File: src/rtl/piccolo_pkg.sv
// Shared definitions for the Piccolo-80 round-key sequencer.
//   ROUNDS_DEFAULT : number of round-key pairs produced per key
//   WORD_W         : width of one key word / round key
//   CON_MASK       : constant XORed into every con pair
//   state_e        : sequencer FSM states
package piccolo_pkg;

  localparam int          ROUNDS_DEFAULT = 25;
  localparam int          WORD_W         = 16;
  localparam logic [31:0] CON_MASK       = 32'h0F1E2D3C;

  typedef enum logic {
    ST_IDLE = 1'b0,
    ST_RUN  = 1'b1
  } state_e;

endpackage

File: src/rtl/piccolo_con80.sv
// Piccolo-80 round constant generator (purely combinational).
//   round_i : round index i (0-based)
//   con_o   : {con_2i, con_2i+1}
module piccolo_con80
  import piccolo_pkg::*;
(
  input  logic [4:0]  round_i,
  output logic [31:0] con_o
);

  // The constant is built from the 1-based round number.
  logic [4:0] c_n;

  assign c_n   = round_i + 5'd1;
  assign con_o = {c_n, 5'd0, c_n, 2'b00, c_n, 5'd0, c_n} ^ CON_MASK;

endmodule

File: src/rtl/piccolo_rk_seq.sv
// Piccolo-80 key schedule sequencer.
// Registers an 80-bit key on start and then streams one round-key pair per
// accepted handshake, ROUNDS pairs in total, followed by a one-cycle done.
//   clk, rst_n : clock, asynchronous active-low reset
//   start, key : begin a schedule with key (sampled only in IDLE)
//   abort      : cancel a running schedule (no done pulse)
//   busy       : high while the schedule runs
//   wk_o       : whitening keys {wk3, wk2, wk1, wk0}
//   rk_valid, rk_ready, rk_o, round_o : round-key stream and its index
//   done       : one-cycle pulse after the last pair is accepted
module piccolo_rk_seq
  import piccolo_pkg::*;
#(
  parameter int ROUNDS = ROUNDS_DEFAULT
) (
  input  logic        clk,
  input  logic        rst_n,
  input  logic        start,
  input  logic [79:0] key,
  input  logic        abort,
  output logic        busy,
  output logic [63:0] wk_o,
  output logic        rk_valid,
  input  logic        rk_ready,
  output logic [31:0] rk_o,
  output logic [4:0]  round_o,
  output logic        done
);

  localparam logic [4:0] LAST_ROUND = 5'(ROUNDS - 1);

  state_e      state_q, state_d;
  logic [4:0]  round_q, round_d;
  logic [79:0] key_q,   key_d;
  logic        done_q,  done_d;

  // Split the registered key into k0..k4 (k0 is the most significant word).
  logic [WORD_W-1:0] k_w [5];

  for (genvar gi = 0; gi < 5; gi++) begin : g_key_words
    assign k_w[gi] = key_q[79 - WORD_W*gi -: WORD_W];
  end

  // Whitening keys depend only on the key register, so they stay put for
  // the whole schedule and afterwards until the next accepted start.
  assign wk_o = {k_w[3][15:8], k_w[4][7:0],
                 k_w[4][15:8], k_w[3][7:0],
                 k_w[1][15:8], k_w[0][7:0],
                 k_w[0][15:8], k_w[1][7:0]};

  // Round-key datapath: selected key words XOR round constant.
  logic [31:0]       con_pair;
  logic [2:0]        round_mod5;
  logic [WORD_W-1:0] sel_hi, sel_lo;

  piccolo_con80 u_con (
    .round_i (round_q),
    .con_o   (con_pair)
  );

  assign round_mod5 = 3'(round_q % 5'd5);

  always_comb begin
    sel_hi = k_w[2];
    sel_lo = k_w[3];
    case (round_mod5)
      3'd1, 3'd4: begin
        sel_hi = k_w[0];
        sel_lo = k_w[1];
      end
      3'd3: begin
        sel_hi = k_w[4];
        sel_lo = k_w[4];
      end
      default: begin
        sel_hi = k_w[2];
        sel_lo = k_w[3];
      end
    endcase
  end

  assign busy     = (state_q == ST_RUN);
  assign rk_valid = busy;
  assign done     = done_q;
  // round_q is already 0 whenever the FSM is idle.
  assign round_o  = round_q;
  assign rk_o     = busy ? {sel_hi ^ con_pair[31:16], sel_lo ^ con_pair[15:0]}
                         : 32'd0;

  // Next-state logic. Abort wins over a simultaneous transfer; start is
  // looked at only while idle, so the key cannot change mid-schedule.
  always_comb begin
    state_d = state_q;
    round_d = round_q;
    key_d   = key_q;
    done_d  = 1'b0;
    case (state_q)
      ST_IDLE: begin
        if (start) begin
          key_d   = key;
          round_d = 5'd0;
          state_d = ST_RUN;
        end
      end
      ST_RUN: begin
        if (abort) begin
          state_d = ST_IDLE;
          round_d = 5'd0;
        end else if (rk_ready) begin
          if (round_q == LAST_ROUND) begin
            state_d = ST_IDLE;
            round_d = 5'd0;
            done_d  = 1'b1;
          end else begin
            round_d = round_q + 5'd1;
          end
        end
      end
      default: begin
        state_d = ST_IDLE;
        round_d = 5'd0;
      end
    endcase
  end

  always_ff @(posedge clk or negedge rst_n) begin
    if (!rst_n) begin
      state_q <= ST_IDLE;
      round_q <= 5'd0;
      key_q   <= 80'd0;
      done_q  <= 1'b0;
    end else begin
      state_q <= state_d;
      round_q <= round_d;
      key_q   <= key_d;
      done_q  <= done_d;
    end
  end

endmodule

File: config.mk
export PLATFORM = sky130hd
export DESIGN_NAME = piccolo_rk_seq
export DESIGN_NICKNAME = d
export VERILOG_FILES = /design/src/rtl/piccolo_pkg.sv /design/src/rtl/piccolo_con80.sv /design/src/rtl/piccolo_rk_seq.sv
export SDC_FILE = /design/constraint.sdc
export NUM_CORES = 1
export LEC_CHECK = 0
export CAP_MARGIN = 25
export CORE_UTILIZATION = 49
export CTS_CLUSTER_DIAMETER = 50
export DETAILED_ROUTE_END_ITERATION = 8
export GPL_TIMING_DRIVEN = 0
export PLACE_DENSITY_LB_ADDON = 0.1
export SKIP_CTS_REPAIR_TIMING = 1
export SLEW_MARGIN = 20
export SYNTH_ARGS = -nofsm -noshare
export SYNTH_HDL_FRONTEND = slang
export SYNTH_SLANG_ARGS = --single-unit
File: constraint.sdc
create_clock -name clk -period 6.7 [get_ports clk]
set_clock_uncertainty 0.15 [all_clocks]
set_input_delay 0.67 -clock clk [delete_from_list [all_inputs] [get_ports clk]]
set_output_delay 0.67 -clock clk [all_outputs]
set_load 0.01 [all_outputs]
==> results.py, run 1 <==
metrics = {
    "pwr": {
        "p_sw_uw": 683,
        "pwr-share-comb_pct": 45.6,
        "pwr-share-clk_pct": 17.1,
        "powerDensity_nw_per_um2": 271,
        "vdd.ir_drop.worst_v": 0.000168,
        "internal_power_mw": 1.35,
        "p_seq_share_pct": 37.4,
        "power_mw": 2.03,
        "switching_share_pct": 33.6,
        "power.leakage_nw": 3.10,
    },
    "flow_run": {
        "cap_violations": 0,
    },
    "route": {
        "drt-total-wl_um": 15300,
        "vias": 4413,
        "drc_errors": 0,
        "dr.pass1.iters": 4,
        "vias_per_cell": 5.45,
        "drt_iter0_drc": 275,
        "antenna_left": 0,
        "wire_per_inst_um": 18.9,
    },
    "timing": {
        "whs_ps": 155,
        "max-slew-margin-rel_pct": 40.8,
        "setup_viol": 0,
        "clock.fmax_mhz": 178,
        "setup_ws_ps": 1080,
        "tns_ps": 0,
        "rsz0062_at_grt": "no",
        "tightest_slew_ps": 888,
        "hold_viol_final": 0,
        "drv_slew": 0,
        "min_period_ps": 5620,
        "period_share_pct": 83.8,
    },
    "setup_path": {
        "rrSetupSlack_ps": 4350,
        "cp_slowest_stage_delay_ps": 580,
        "endpoint_kind": "output pin",
        "required_ps": 5880,
        "worstPathArrival_ps": 4800,
        "worst-setup-path-type": "reg2out",
        "crit_family": "buffers and inverters",
        "critPathLaunchType": "flop",
        "crit_path_top_delay_cell": "clkdlybuf4s50_1",
        "cp_max_fo": 10,
        "path_cells": "clkbuf_1 -> inv_1 -> ha_1 -> nand3b_1 -> a21o_1 -> and2_1 -> ha_1 -> nor2_1 -> a41oi_1 -> o41ai_1 -> mux2_2 -> buf_2 -> nor3_1 -> o21ai_0 -> o221ai_2 -> mux2i_1 -> clkdlybuf4s50_1",
        "critPathMostFrequentCell": "ha_1",
        "worst-path-buf-inv": 4,
    },
    "synth": {
        "syn-mean-instance-area_um2": 11.2,
        "yosysTopAreaCell": "dfrtp_1",
        "netlist_area_um2": 5260,
        "ys.flop_type": "dfrtp_1",
        "yosysUniqueCellTypes": 48,
        "synth_nets": 559,
        "synth_seq_cells": 87,
        "netlist_instances": 469,
        "synth.top_cell.area_share_pct": 41.4,
        "ys_seq_area_share_pct": 41.4,
        "synthTopCellsByArea": "dfrtp_1, mux2_2, buf_4",
        "ys_warn_count": 0,
        "async_flop_share_pct": 100,
        "synth_edf_count": 0,
    },
    "global_routing": {
        "grt.overflow.total": 0,
        "grt_pass1_vias": 4427,
        "antenna_found_initial": 0,
        "grt_pass1_wl_um": 24000,
        "grt_max_degree": 50,
        "grtUsageTotal_pct": 28.4,
    },
    "finish": {
        "finalNonFillerCells": 810,
        "diodes": 0,
        "finalInstanceArea_um2": 7510,
        "nFillCells": 822,
        "nets": 759,
        "areaGrowthSynthToFinish_pct": 42.8,
        "layout_common_cells": "clkdlybuf4s50_1, dfrtp_1, mux2_2, buf_4, nor2_1",
        "seqCellArea_um2": 2180,
        "final_common_cell": "clkdlybuf4s50_1",
        "multi_input_area_um2": 2410,
        "final_util_pct": 72.4,
        "drive_gt1_share_pct": 31.3,
    },
    "clocking": {
        "clk_pin_slew_ps": 90,
        "clkLatencyLatePin_ps": 370,
        "htree_levels": 3,
        "ctsRootBufferMaster": "clkbuf_8",
        "cts_sinks": 87,
        "cts_tree": "built",
        "clk_path_buf_depth": 2,
        "cts_buffers": 9,
    },
    "outcome": {
        "outcome": "finished clean",
    },
    "die": {
        "die_h_um": 106,
        "placementRows": 37,
        "die-area_um2": 11100,
        "core_um2": 10400,
        "io_pins": 189,
        "die_w_um": 106,
        "initial_utilization_pct": 50.7,
    },
    "placed_design": {
        "dp_hpwl_um": 11800,
        "place_inst": 794,
        "dpl_cell_area_um2": 7330,
        "port_buffers": 188,
        "preCtsSetupSlack_ps": 1600,
        "gp_congestion": 0.867,
    },
    "min_path": {
        "hold_path.class": "in2async",
    },
}
-- power groups by stage --
stage	logic, mW	registers, mW	clock network, mW
3_5_place_dp	0.926	0.768	0
2_1_floorplan	0.519	0.725	0
6_report	0.926	0.760	0.347
3_3_place_gp	0.910	0.762	0
5_1_grt	0.985	0.776	0.376
4_1_cts	0.931	0.758	0.355
-- cells by family (layout without fill, tap and decap cells) --
family | Yosys count | in the layout | share of synthesized area [%]
muxes | 102 | 102 | 21.4
buffers and inverters | 99 | 304 | 12.7
DFF | 87 | 87 | 41.4
AOI/OAI and AO/OA | 85 | 85 | 14.0
and+or+nand+nor | 84 | 84 | 7.97
xor gates and xnor gates | 7 | 7 | 1.31
adders and majority gates | 5 | 5 | 1.19
-- worst register-to-register path, stage by stage, from the launching register on --
cell	delay, ps
dfrtp_1	470
nor2b_1	130
clkbuf_1	360
clkbuf_1	720
mux2_2	410
-- sequential cells by signal (all words and copies together) (netlist names) --
name	count
busy	1
done	1
k_w	80
round_o	5
-- final cells by class --
type	instances	share of cell area (%)
buffer	94	8.67
clock buffer	9	1.65
clock inverter	7	0.733
inverter	5	0.250
multi-input combinational	283	32.1
sequential	87	29.0
tap	136	2.27
timing repair buffer	189	25.3
-- layer usage --
| metal | global-route usage, % | wire length, um | part of all wire [%] | vias to the layer above |
|---|---|---|---|---|
| li1 | - | - | - | 2028 |
| met1 | 37.6 | 6560 | 43 | 2166 |
| met2 | 46.6 | 7400 | 48 | 193 |
| met3 | 5.88 | 1020 | 6.6 | 26 |
| met4 | 9.42 | 358 | 2.3 | 0 |
| met5 | 0 | 0 | 0 | - |
-- synthesized netlist by cell type, types with 2 or more instances --
| cell type | n |
|---|---|
| a21oi_1 | 11 |
| a21o_1 | 2 |
| ha_1 | 5 |
| nor2_1 | 25 |
| nor2b_1 | 2 |
| dfrtp_1 | 87 |
| a22oi_1 | 8 |
| nand3b_1 | 2 |
| o21ai_1 | 8 |
| buf_6 | 5 |
| clkbuf_1 | 15 |
| and2_1 | 2 |
| nand2_1 | 22 |
| o21ai_0 | 18 |
| xnor2_1 | 3 |
| xor2_1 | 3 |
| buf_2 | 7 |
| nand2b_1 | 6 |
| o22ai_1 | 2 |
| mux2_2 | 81 |
| mux2i_1 | 20 |
| a221oi_2 | 2 |
| nand3_1 | 3 |
| a221o_1 | 3 |
| a221oi_1 | 2 |
| inv_1 | 5 |
| nor2b_4 | 2 |
| o221ai_2 | 20 |
| buf_4 | 67 |
| nor3_1 | 13 |
-- path summary, 6_finish.rpt --
| check | startpoint | endpoint | cells after the start |
|---|---|---|---|
| worst max-delay path | round_o[0] | rk_o[3] | 17 |
| worst max register to register | busy | k_w[0] | 4 |
| max in group asynchronous | rst_n | k_w[52] | 2 |
| worst min-delay path | rst_n | k_w[48] | 1 |
| worst min register to register | k_w[39] | k_w[39] | 1 |
| min in group clk | k_w[39] | k_w[39] | 1 |
Note: power is estimated with default switching activity, not from simulation.
==> run 2: changes to the inputs <==
--- a/config.mk
+++ b/config.mk
@@ -6,7 +6,7 @@
 export NUM_CORES = 1
 export LEC_CHECK = 0
 export CAP_MARGIN = 25
-export CORE_UTILIZATION = 49
+export CORE_UTILIZATION = 46
 export CTS_CLUSTER_DIAMETER = 50
 export DETAILED_ROUTE_END_ITERATION = 8
 export GPL_TIMING_DRIVEN = 0
==> constraint.sdc (replaced) <==
create_clock -name clk -period 5.4 [get_ports clk]
set_clock_uncertainty 0.15 [all_clocks]
set_input_delay 0.54 -clock clk [delete_from_list [all_inputs] [get_ports clk]]
set_output_delay 0.54 -clock clk [all_outputs]
set_load 0.01 [all_outputs]
==> run 2 against run 1 <==
  * The run now ends with hold timing left
  * Final cell count is 0.37% higher
  * Die area rose by 6.4%
  * Non-clock buffer count is 1 higher
  * Highest routed layer unchanged
==> results.py, run 2 (synthesis gave the netlist of run 1 again) <==
metrics = {
    "clocking": {
        "clk_path_buf_depth": 2,
        "ctsRootBufferMaster": "clkbuf_16",
        "clk_pin_slew_ps": 60,
        "cts_tree": "built",
        "htree_levels": 3,
        "clkLatencyLatePin_ps": 340,
        "cts_sinks": 87,
        "cts_buffers": 9,
    },
    "route": {
        "vias_per_cell": 5.41,
        "drt_iter0_drc": 247,
        "vias": 4396,
        "top_layer_used": "met4",
        "wl_met1_um": 6850,
        "drt-total-wl_um": 15700,
        "dr_wl_met3_um": 1090,
        "antenna_left": 0,
        "wire_per_inst_um": 19.3,
        "dr.pass1.iters": 7,
        "wl_met2_um": 7380,
        "drc_errors": 0,
    },
    "finish": {
        "finalInstanceArea_um2": 7660,
        "layout_common_cells": "clkdlybuf4s50_1, dfrtp_1, mux2_2, buf_4, nor2_1",
        "diodes": 0,
        "nets": 760,
        "areaGrowthSynthToFinish_pct": 45.7,
        "largest_register_ffs": 80,
        "final_common_cell": "clkdlybuf4s50_1",
        "seqCellArea_um2": 2180,
        "drive_gt1_share_pct": 32.1,
        "nFillCells": 855,
        "multi_input_area_um2": 2430,
    },
    "global_routing": {
        "grt.overflow.total": 0,
        "antenna_found_initial": 0,
        "grtUsageTotal_pct": 27.3,
        "grt_pass1_vias": 4430,
        "grt_max_degree": 55,
        "grt_pass1_wl_um": 23900,
    },
    "timing": {
        "setup_viol": 0,
        "period_share_pct": 95.6,
        "rsz0062_at_grt": "yes",
        "tightest_slew_ps": 797,
        "whs_ps": -5.75,
        "max-slew-margin-rel_pct": 46.9,
        "min_period_ps": 5160,
        "drv_slew": 0,
        "hold_viol_final": 3,
        "clock.fmax_mhz": 194,
    },
    "outcome": {
        "violations": "hold timing",
        "outcome": "finished, violations left",
    },
    "die": {
        "die-area_um2": 11900,
        "placementRows": 38,
        "die_h_um": 109,
        "initial_utilization_pct": 47.9,
        "io_pins": 189,
        "die_w_um": 109,
        "core_um2": 11000,
    },
    "setup_path": {
        "cp_slowest_stage_delay_ps": 570,
        "critPathMostFrequentCell": "ha_1",
        "critPathLaunchType": "flop",
        "worstPathArrival_ps": 4470,
        "cp_max_fo": 10,
        "endpoint_kind": "output pin",
        "crit_path_top_delay_cell": "clkdlybuf4s50_1",
        "rr_startpoint": "busy",
        "required_ps": 4710,
        "crit_family": "buffers and inverters",
        "startpoint": "round_o[0]",
        "worst-path-buf-inv": 4,
        "path_cells": "clkbuf_2 -> inv_1 -> ha_1 -> nand3b_1 -> a21o_1 -> and2_1 -> ha_1 -> nor2_1 -> a41oi_1 -> o41ai_2 -> mux2_2 -> buf_2 -> nor3_1 -> o21ai_0 -> o221ai_2 -> mux2i_1 -> clkdlybuf4s50_1",
        "worst-setup-path-type": "reg2out",
    },
    "placed_design": {
        "port_buffers": 188,
        "dpl_cell_area_um2": 7340,
        "gp_congestion": 0.820,
        "dp_hpwl_um": 11900,
    },
    "flow_run": {
        "cap_violations": 0,
    },
    "pwr": {
        "vdd.ir_drop.worst_v": 0.000180,
        "power.leakage_nw": 3.17,
        "powerDensity_nw_per_um2": 355,
    },
    "min_path": {
        "hold_path.class": "in2async",
    },
}
-- run 2: per-layer routing --
layer,track usage [%],vias up
met1,36.8,2137
met4,10.6,0
met3,4.96,32
met2,43.6,191
met5,0,-
li1,-,2036
-- run 2: worst paths after layout --
path,endpoint,slack [ps],cells past startpoint
setup / recovery,rk_o[12],240,17
hold / removal,k_w[13],-6,1
setup reg to reg,k_w[17],3060,4
hold reg to reg,k_w[40],360,1
max in group asynchronous,k_w[8],4470,2
min in group clk,k_w[40],360,1
-- run 2: layout make-up --
class / count / share of cell area, %
Clock inverter: 4 / 0.621
Sequential cell: 87 / 28.4
Timing Repair Buffer: 190 / 25.0
Tap cell: 140 / 2.29
Buffer: 94 / 8.53
Clock buffer: 10 / 3.12
Inverter: 5 / 0.245
Multi-Input combinational cell: 283 / 31.8
-- run 2: metrics by stage --
step / total power [mW] / std cells / util [%] / TNS (ps) / setup slack, ps
6_report: 2.72 / 813 / 69.7 / 0 / 240
5_1_grt: 2.85 / 813 / 69.7 / 0 / 6.18
4_1_cts: 2.73 / 812 / 69.4 / -4.66 / -4.66
3_5_place_dp: 2.10 / 798 / 66.8 / 0 / 420
3_3_place_gp: 2.08 / 797 / 66.6 / 0 / 418
2_1_floorplan: 1.54 / 469 / - / 0 / 1550
-- run 2: power breakdown --
group / leakage [nW] / switching [mW] / total [mW] / internal, mW
clock: 0.140 / 0.254 / 0.618 / 0.364
combinational: 2.00 / 0.438 / 1.15 / 0.715
sequential: 1.03 / 0.153 / 0.945 / 0.791
total: 3.17 / 0.845 / 2.72 / 1.87
